--- config.mk ---
export PLATFORM = sky130hd
export DESIGN_NAME = card_dealer
export DESIGN_NICKNAME = d
export VERILOG_FILES = /design/src/rtl/card_dealer.sv
export SDC_FILE = /design/constraint.sdc
export NUM_CORES = 1
export LEC_CHECK = 0
export BUFFER_PORTS_ARGS = -buffer_cell sky130_fd_sc_hd__buf_4
export CAP_MARGIN = 20
export CORE_MARGIN = 2
export CORE_UTILIZATION = 59
export DETAILED_ROUTE_END_ITERATION = 12
export PLACE_DENSITY = 0.77
export SYNTH_ARGS = -nofsm -noshare
export SYNTH_HDL_FRONTEND = slang
export SYNTH_SLANG_ARGS = --single-unit
--- constraint.sdc ---
create_clock -name clk -period 4.2 [get_ports clk]
set_clock_uncertainty 0.1 [all_clocks]
set_input_delay 0.42 -clock clk [delete_from_list [all_inputs] [get_ports clk]]
set_output_delay 0.42 -clock clk [all_outputs]
set_load 0.05 [all_outputs]
--- src/rtl/card_dealer.sv ---
`default_nettype none
// ============================================================================
// Module   : card_dealer
// Purpose  : Deck responder for the blackjack FSM. On a request it deals one
//            card from a 52-card deck and never repeats a card until the deck
//            is reshuffled. A free-running Galois LFSR picks a start index,
//            and a linear probe then walks forward to the next unused card.
//
// Ports    : clk          in   system clock, rising edge
//            rst_n        in   asynchronous active-low reset
//            req          in   card request level, held until ack
//            shuffle      in   pulse; return all 52 cards to the deck
//            ack          out  one-cycle pulse; card outputs valid this cycle
//            card_value   out  [3:0] 1=A .. 11=J, 12=Q, 13=K, 0=no card
//            card_symbol  out  [1:0] suit 0..3
//            deck_empty   out  high when cards_left == 0
//            cards_left   out  [5:0] cards remaining, 0..52
//            busy         out  high while in PICK, PROBE or ACK
//
// Revision : 1.0 - initial release
// ============================================================================
module card_dealer #(
    parameter logic [15:0] SEED = 16'hACE1
) (
    input  logic       clk,
    input  logic       rst_n,
    input  logic       req,
    input  logic       shuffle,
    output logic       ack,
    output logic [3:0] card_value,
    output logic [1:0] card_symbol,
    output logic       deck_empty,
    output logic [5:0] cards_left,
    output logic       busy
);

    // ------------------------------------------------------------------------
    // Constants
    // ------------------------------------------------------------------------
    localparam logic [15:0] c_lfsr_mask  = 16'hB400;
    localparam logic [5:0]  c_deck_size  = 6'd52;
    localparam logic [5:0]  c_last_idx   = 6'd51;

    // ------------------------------------------------------------------------
    // State encoding
    // ------------------------------------------------------------------------
    typedef enum logic [2:0] {
        S_IDLE     = 3'd0,
        S_PICK     = 3'd1,
        S_PROBE    = 3'd2,
        S_ACK      = 3'd3,
        S_WAIT_LOW = 3'd4
    } state_t;

    state_t      r_state;
    state_t      w_state_next;

    // ------------------------------------------------------------------------
    // Registers
    // ------------------------------------------------------------------------
    logic [15:0] r_lfsr;
    logic [51:0] r_used;          // one bit per card, 1 = already dealt
    logic [5:0]  r_idx;           // current probe position, always 0..51
    logic [5:0]  r_cards_left;
    logic [3:0]  r_card_value;
    logic [1:0]  r_card_symbol;
    logic        r_shuffle_pend;  // shuffle seen outside IDLE, not yet applied

    // ------------------------------------------------------------------------
    // Combinational helpers
    // ------------------------------------------------------------------------
    logic [15:0] w_lfsr_next;
    logic [5:0]  w_lfsr_low;
    logic [5:0]  w_pick_idx;
    logic [5:0]  w_probe_next;
    logic        w_hit;
    logic        w_do_shuffle;
    logic [1:0]  w_symbol;
    logic [3:0]  w_base_low;
    logic [3:0]  w_value;

    // Galois right-shift LFSR; the feedback mask is applied when the bit
    // shifted out is 1. It runs in every state so that the start index depends
    // on how long the requester waited between cards.
    assign w_lfsr_next = {1'b0, r_lfsr[15:1]} ^ (r_lfsr[0] ? c_lfsr_mask : 16'h0000);

    // Fold the 6-bit LFSR slice into 0..51. Values 52..63 map onto 0..11,
    // a small bias that is acceptable for a game deck.
    assign w_lfsr_low = r_lfsr[5:0];
    assign w_pick_idx = (w_lfsr_low >= c_deck_size) ? (w_lfsr_low - c_deck_size)
                                                    : w_lfsr_low;

    // Linear probe wraps from the last card back to the first.
    assign w_probe_next = (r_idx == c_last_idx) ? 6'd0 : (r_idx + 6'd1);

    assign w_hit        = ~r_used[r_idx];
    assign w_do_shuffle = shuffle | r_shuffle_pend;

    // Index to card decode: symbol = idx/13, value = idx - 13*symbol + 1.
    // The value always lies in 1..13, so the subtraction is done modulo 16
    // on the low four bits only; the suit bases 0/13/26/39 reduce to
    // 0/13/10/7 in four bits.
    always_comb begin
        w_symbol   = 2'd0;
        w_base_low = 4'd0;
        if (r_idx < 6'd13) begin
            w_symbol   = 2'd0;
            w_base_low = 4'd0;
        end else if (r_idx < 6'd26) begin
            w_symbol   = 2'd1;
            w_base_low = 4'd13;
        end else if (r_idx < 6'd39) begin
            w_symbol   = 2'd2;
            w_base_low = 4'd10;
        end else begin
            w_symbol   = 2'd3;
            w_base_low = 4'd7;
        end
    end

    assign w_value = r_idx[3:0] - w_base_low + 4'd1;

    // ------------------------------------------------------------------------
    // FSM: state register
    // ------------------------------------------------------------------------
    always_ff @(posedge clk or negedge rst_n) begin
        if (!rst_n) begin
            r_state <= S_IDLE;
        end else begin
            r_state <= w_state_next;
        end
    end

    // ------------------------------------------------------------------------
    // FSM: next-state logic
    // ------------------------------------------------------------------------
    always_comb begin
        w_state_next = r_state;
        case (r_state)
            S_IDLE: begin
                // A shuffle is serviced in place; a request held through it
                // is picked up on the following IDLE cycle.
                if (w_do_shuffle) begin
                    w_state_next = S_IDLE;
                end else if (req) begin
                    w_state_next = S_PICK;
                end
            end
            S_PICK: begin
                if (r_cards_left == 6'd0) begin
                    w_state_next = S_ACK;
                end else begin
                    w_state_next = S_PROBE;
                end
            end
            S_PROBE: begin
                // Always terminates: at least one card is still unused.
                if (w_hit) begin
                    w_state_next = S_ACK;
                end
            end
            S_ACK: begin
                w_state_next = S_WAIT_LOW;
            end
            S_WAIT_LOW: begin
                if (!req) begin
                    w_state_next = S_IDLE;
                end
            end
            default: begin
                w_state_next = S_IDLE;
            end
        endcase
    end

    // ------------------------------------------------------------------------
    // Datapath
    // ------------------------------------------------------------------------
    always_ff @(posedge clk or negedge rst_n) begin
        if (!rst_n) begin
            r_lfsr         <= SEED;
            r_used         <= '0;
            r_idx          <= 6'd0;
            r_cards_left   <= c_deck_size;
            r_card_value   <= 4'd0;
            r_card_symbol  <= 2'd0;
            r_shuffle_pend <= 1'b0;
        end else begin
            r_lfsr <= w_lfsr_next;

            // A shuffle arriving mid-transaction is remembered and applied
            // once the dealer is back in IDLE, so the card in flight is
            // never disturbed.
            if (shuffle && (r_state != S_IDLE)) begin
                r_shuffle_pend <= 1'b1;
            end

            case (r_state)
                S_IDLE: begin
                    if (w_do_shuffle) begin
                        r_used         <= '0;
                        r_cards_left   <= c_deck_size;
                        r_shuffle_pend <= 1'b0;
                    end
                end
                S_PICK: begin
                    r_idx <= w_pick_idx;
                    if (r_cards_left == 6'd0) begin
                        r_card_value  <= 4'd0;
                        r_card_symbol <= 2'd0;
                    end
                end
                S_PROBE: begin
                    if (w_hit) begin
                        r_used[r_idx] <= 1'b1;
                        r_card_value  <= w_value;
                        r_card_symbol <= w_symbol;
                    end else begin
                        r_idx <= w_probe_next;
                    end
                end
                S_ACK: begin
                    // The count drops as the ack pulse ends, so deck_empty
                    // rises in the cycle after the last card's ack. A value
                    // of 0 marks an empty-deck response that dealt nothing.
                    if (r_card_value != 4'd0) begin
                        r_cards_left <= r_cards_left - 6'd1;
                    end
                end
                default: begin
                end
            endcase
        end
    end

    // ------------------------------------------------------------------------
    // Outputs
    // ------------------------------------------------------------------------
    assign ack         = (r_state == S_ACK);
    assign busy        = (r_state == S_PICK) || (r_state == S_PROBE) || (r_state == S_ACK);
    assign card_value  = r_card_value;
    assign card_symbol = r_card_symbol;
    assign cards_left  = r_cards_left;
    assign deck_empty  = (r_cards_left == 6'd0);

endmodule
`default_nettype wire

Yosys cells after proc, flatten, opt, wreduce, memory -nomap -nowiden
Cells that the tools add are included.

Register bits after elaboration: 90. Bits of input ports: 4. Word-level logic and storage cells: 86.

Bitwise logic cells: 3. Add/sub/neg operators: 5. Mux-type cells: 36. Eq/ne operators: 12. Order comparisons: 6. Reductions and logical operators: 16.

Operators by type and width (count): 52-bit 2-to-1 mux (2); 52-bit one-hot mux with 2 select lines (1); 52-bit bitwise OR (1); 6-bit 2-to-1 mux (5); 6-bit one-hot mux with 2 select lines (2); 4-bit 2-to-1 mux (5); 16-bit 2-to-1 mux (1); 15-bit by 16-bit XOR with 16-bit output (1); 3-bit one-hot mux with 5 select lines (1); 3-bit 2-to-1 mux (4); 3-bit AND reduction (4); 2-bit inequality test (second input constant) (5); 2-bit 2-to-1 mux (4); 4-bit one-hot mux with 2 select lines (1); 6-bit by 7-bit < comparator with 1-bit output (second input constant) (1); 1-bit 2-to-1 mux (7); 6-bit by 1-bit adder with 6-bit output (second input constant) (1); 1-bit binary-select mux with 6-bit select (1); 1-bit demux with 6-bit select (1); 3-bit by 2-bit equality test with 1-bit output (second input constant) (2); 6-bit equality test (second input constant) (1); 6-bit by 1-bit greater-or-equal comparator with 1-bit output (second input constant) (1); 6-bit greater-or-equal comparator (second input constant) (1); 6-bit zero test (1); 20 further kinds (24).

Longest topological paths before layout
Depth after elaboration: 8. Depth in mapped cells: 15. Gate-level depth less buffers: 12.

Least setup slack after synthesis
Ideal clock, no wire load.

Kind: register to register. Start point: register r_cards_left[0], in the netlist cards_left[0]. End point: register r_card_symbol[0], in the netlist card_symbol[0]. Stages on the path, launching flop included: 8. Library setup time: 138 ps. Path buffers: 0. Arrival time: 3183 ps. Path slack: 779 ps. Data required time: 3962 ps. Path through: dfrtp_1 -> inv_1 -> ha_1 -> nand2b_1 -> nor4_1 -> nand3_1 -> a21oi_1 -> o22ai_1.

Cells in the longest elaborated chain, start to end: 3.

RTL lines: from (decl) (line 64) `logic [5:0] r_cards_left;`; from (signal assigned) (line 184) `r_cards_left <= c_deck_size;`; from (signal assigned) (line 202) `r_cards_left <= c_deck_size;`; from (signal assigned) (line 227) `r_cards_left <= r_cards_left - 6'd1;`; 6-bit zero test; named net deck_empty (line 32) `output logic deck_empty,`; 2-bit inequality test (no line); 3-bit AND reduction (no line); to (signal assigned) (line 217) `r_card_symbol <= w_symbol;`; to (decl) (line 66) `logic [1:0] r_card_symbol;`.

The timed path passes the listed nets, and every way through them passes these cells. A chain may end at the register's enable or synchronous reset.

Final worst setup path
Start point: register r_idx[5]. End point: register r_card_value[3], in the netlist card_value[3].

Cells in the longest elaborated chain, start to end: 8. Elaborated cells on any way between the ends: 14. Those cells by class: 2 x add/sub; 3 x order compare; 1 x eq/ne; 7 x mux; 1 x reduce/logical.

RTL lines: from (decl) (line 63) `logic [5:0] r_idx;`; from (signal assigned) (line 207) `r_idx <= w_pick_idx;`; from (signal assigned) (line 219) `r_idx <= w_probe_next;`; 6-bit < comparator (line 112) `end else if (r_idx < 6'd39) begin`; 4-bit 2-to-1 mux (line 112); 4-bit 2-to-1 mux (line 109) `end else if (r_idx < 6'd26) begin`; 4-bit 2-to-1 mux (line 106) `if (r_idx < 6'd13) begin`; 4-bit subtractor (line 121) `assign w_value = r_idx[3:0] - w_base_low + 4'd1;`; 4-bit by 1-bit adder with 4-bit output (line 121); 4-bit 2-to-1 mux (line 214) `if (w_hit) begin`; 4-bit one-hot mux with 2 select lines (line 198) `case (r_state)`; to (signal assigned) (line 216) `r_card_value <= w_value;`; to (decl) (line 65) `logic [3:0] r_card_value;`.

Parallel ways exist; a longest one is shown, timed or not. The select of a mux whose other input is x is not followed.

==> reports/metrics.yaml <==
floorplan:
  coreArea_um2: 7610
  start_util: 0.602
  io_pins: 19
  die_area_um2: 8480
  die_w_um: 92.1
  die_h_um: 92.1
  rows: 32
clocking:
  numCtsBuffers: 9
  cts_tree: "built"
  ctsResizeCount: 0
  post_cts_buffers: 0
  htreeDepth: 3
  cts_root_buffer: "clkbuf_8"
  cts.clk_slew.worst_paths_ps: 100
  clock_sinks: 90
  clockBufferDepth: 2
  clk_latency_ps: 370
  postCtsHoldBufs: 0
global_routing:
  grtUsageMet1: 0.360
  grt_antenna_before_repair: 0
  global_route.usage.met3: 0.0690
  grt_start_max_net_pins: 61
  grt_pass1_vias: 3593
  grt_usage: 0.276
  use_met2: 0.438
  overflow: 0
  grt_pass1_wl_mm: 18.0
  busiest_layer: "met2"
routing:
  wl_per_cell_um: 19.9
  via_per_inst: 6.58
  postRouteAntennaNets: 0
  drt-total-wl_mm: 10.8
  drtIter0Drc: 338
  first_pass_iters: 5
  vias: 3594
  drc_errors: 0
power_and_ir_drop:
  total_leakage_power_nw: 2.19
  p_switching_mw: 1.23
  ir_worst_vdd_mv: 0.275
  power_density_nw_per_um2: 561
  intPower_mw: 1.55
  switching_share: 0.444
  seq_power_share: 0.387
  p_clk_frac: 0.208
  combPwrFrac: 0.405
finish:
  final_nets: 453
  antennaDiodeCount: 0
  layout_commonest_cell: "dfrtp_1"
  area_growth_pct: 8.19
  drive_above_1_share: 0.180
  stdcell_count: 546
  layout_common_cells: "dfrtp_1, nand2_1, o21ai_0"
setup_path:
  path_buf_inv: 1
  crit_slowest_cell: "dfrtp_1"
  crit_family: "adder cells"
  cp.required_ps: 4340
  critPathMaxFanout: 14
  path_common_cell: "xnor2_1"
  cp_data_arrival_time_ps: 3570
  cpPeakStageDelay_ps: 680
  crit_chain: "nor3b_2 -> a21oi_1 -> o32ai_1 -> ha_1 -> ha_1 -> inv_1 -> fa_1 -> xnor2_1 -> xnor2_1 -> xnor2_1 -> o22ai_1"
  crit_type: "flip-flop to flip-flop"
  endpoint_kind: "flip-flop"
  worstSetupStartpointType: "flip-flop"
timing:
  finalCritPeriodShare: 0.816
  final.min_clock_period_ps: 3430
  fin_setup_tns_ps: 0
  max_slew_margin: 0.356
  rsz0062_at_grt: "false"
  hold_viol: 0
  max_freq_ghz: 0.292
  worstMarginPinSlew_ps: 941
  maxSlewViolCount: 0
  final-setup-viol-count: 0
flow_run:
  cap_violations: 0
synth:
  synth_largest_area_cell: "dfrtp_1"
  synth_cell_types: 68
  synth_top_area_frac: 0.432
  synth_cells: 433
  ys_seq_elements: 90
  synthesis.nets: 447
  postSynthAreaPerCell_um2: 10.6
  yosys_warnings: 0
  seq_area_frac_synth: 0.495
  ys.flop_type: "dfrtp_1"
  synth_edf_count: 0
  synth_area_um2: 4580
  yosys-top-cells-area: "dfrtp_1, dfstp_2, nand2_1"
  ys_async_sr_fraction: 1.00
placement:
  io_buffer_count: 18
  dp.final_hpwl_mm: 7.38
  place_congestion: 0.899
  dp.cells: 530
worst_hold_path:
  hold_path_class: "input port to asynchronous set/reset pin"
status:
  outcome: "finished, final reports clean"
==> worst reg2reg max path, stage by stage (launching register included) <==
cell and delay, ps:
dfrtp_1 680, nor3b_2 620, a21oi_1 140, o32ai_1 290
ha_1 260, ha_1 150, inv_1 50, fa_1 370
xnor2_1 150, xnor2_1 220, xnor2_1 170, o22ai_1 100
==> kinds of logic after synthesis <==
| group | share of synthesized area |
|---|---|
| compound gates | 0.203 |
| xor+xnor | 0.0172 |
| fa+ha+maj | 0.0290 |
| buf+inv | 0.0467 |
| flops | 0.495 |
| mux | 0.0473 |
| simple gates | 0.163 |
==> layer usage <==
layer  vias to the layer above  wire length [um]
li1                       1606                 -
met1                      1761              4490
met2                       190              5140
met3                        37               909
met4                         0               312
met5                         -                 0
==> stage by stage <==
step / cell area [um2] / utilization / hold slack, ps / setup WS (ps) / power [mW]
after floorplan: 4580 / - / 24.4 / 779 / 1.88
after detailed placement: 4770 / 0.627 / 240 / 870 / 2.20
after CTS: 4960 / 0.651 / 38.4 / 825 / 2.76
after global placement: 4770 / 0.627 / 237 / 997 / 2.17
final: 4960 / 0.651 / 5.30 / 774 / 2.78
after global routing: 4960 / 0.651 / 56.4 / 528 / 2.92
==> final cells by class <==
cell class,instances,area [um2]
fill,621,2650
sequential,90,2270
multi-input combinational,297,2110
timing repair buffer,26,208
clock buffer,11,131
tap,102,128
inverter,15,56.3
clock inverter,5,55.1
==> flip-flops by register name, indices dropped and copies added, names as in the netlist <==
register / flops
card_value: 4
r_used: 52
r_shuffle_pend: 1
r_lfsr: 16
card_symbol: 2
r_idx: 6
r_state: 3
cards_left: 6
==> worst paths after layout <==
check                           slack, ps      start  cells after the start            end
worst max-delay path                  770   r_idx[5]                     11  card_value[3]
worst min-delay path                    5      rst_n                      1  cards_left[1]
worst max register to register        770   r_idx[5]                     11  card_value[3]
worst min register to register        260  r_lfsr[7]                      0      r_lfsr[6]
max in group asynchronous            3070      rst_n                      2      r_lfsr[0]
min in group clk                      180        req                      3     r_state[2]
==> power by group through the flow <==
| stage | Sequential, mW | Combinational [mW] | Clock [mW] |
|---|---|---|---|
| after global routing | 1.09 | 1.22 | 0.620 |
| final | 1.08 | 1.13 | 0.577 |
| after global placement | 1.08 | 1.09 | 0 |
| after detailed placement | 1.09 | 1.11 | 0 |
| after CTS | 1.07 | 1.11 | 0.580 |
| after floorplan | 1.12 | 0.763 | 0 |
==> synthesized netlist by cell type, types with 2 or more instances <==
library cell,count
dfrtp_1,79
nand2_1,63
o21ai_0,28
nor2_1,22
nand3_1,20
clkbuf_1,17
a32o_1,16
inv_1,15
dfstp_2,11
o41ai_2,11
ha_1,9
a21oi_1,8
nor3_1,8
mux4_2,6
o21ai_1,6
xnor2_1,6
and3_1,5
nand2b_1,5
nor2b_1,5
buf_1,4
buf_4,4
mux2i_1,4
nor3b_1,4
o211ai_1,4
o31ai_1,4
a22o_1,3
a22oi_1,3
a31oi_1,3
and3b_1,3
buf_2,3
buf_6,3
nand3b_1,3
o41ai_1,3
xor2_1,3
a211oi_1,2
a221o_1,2
a221oi_1,2
and2_1,2
mux2_4,2
nor4_1,2
o22ai_1,2
or3_1,2
(Power assumes the default switching activity.)
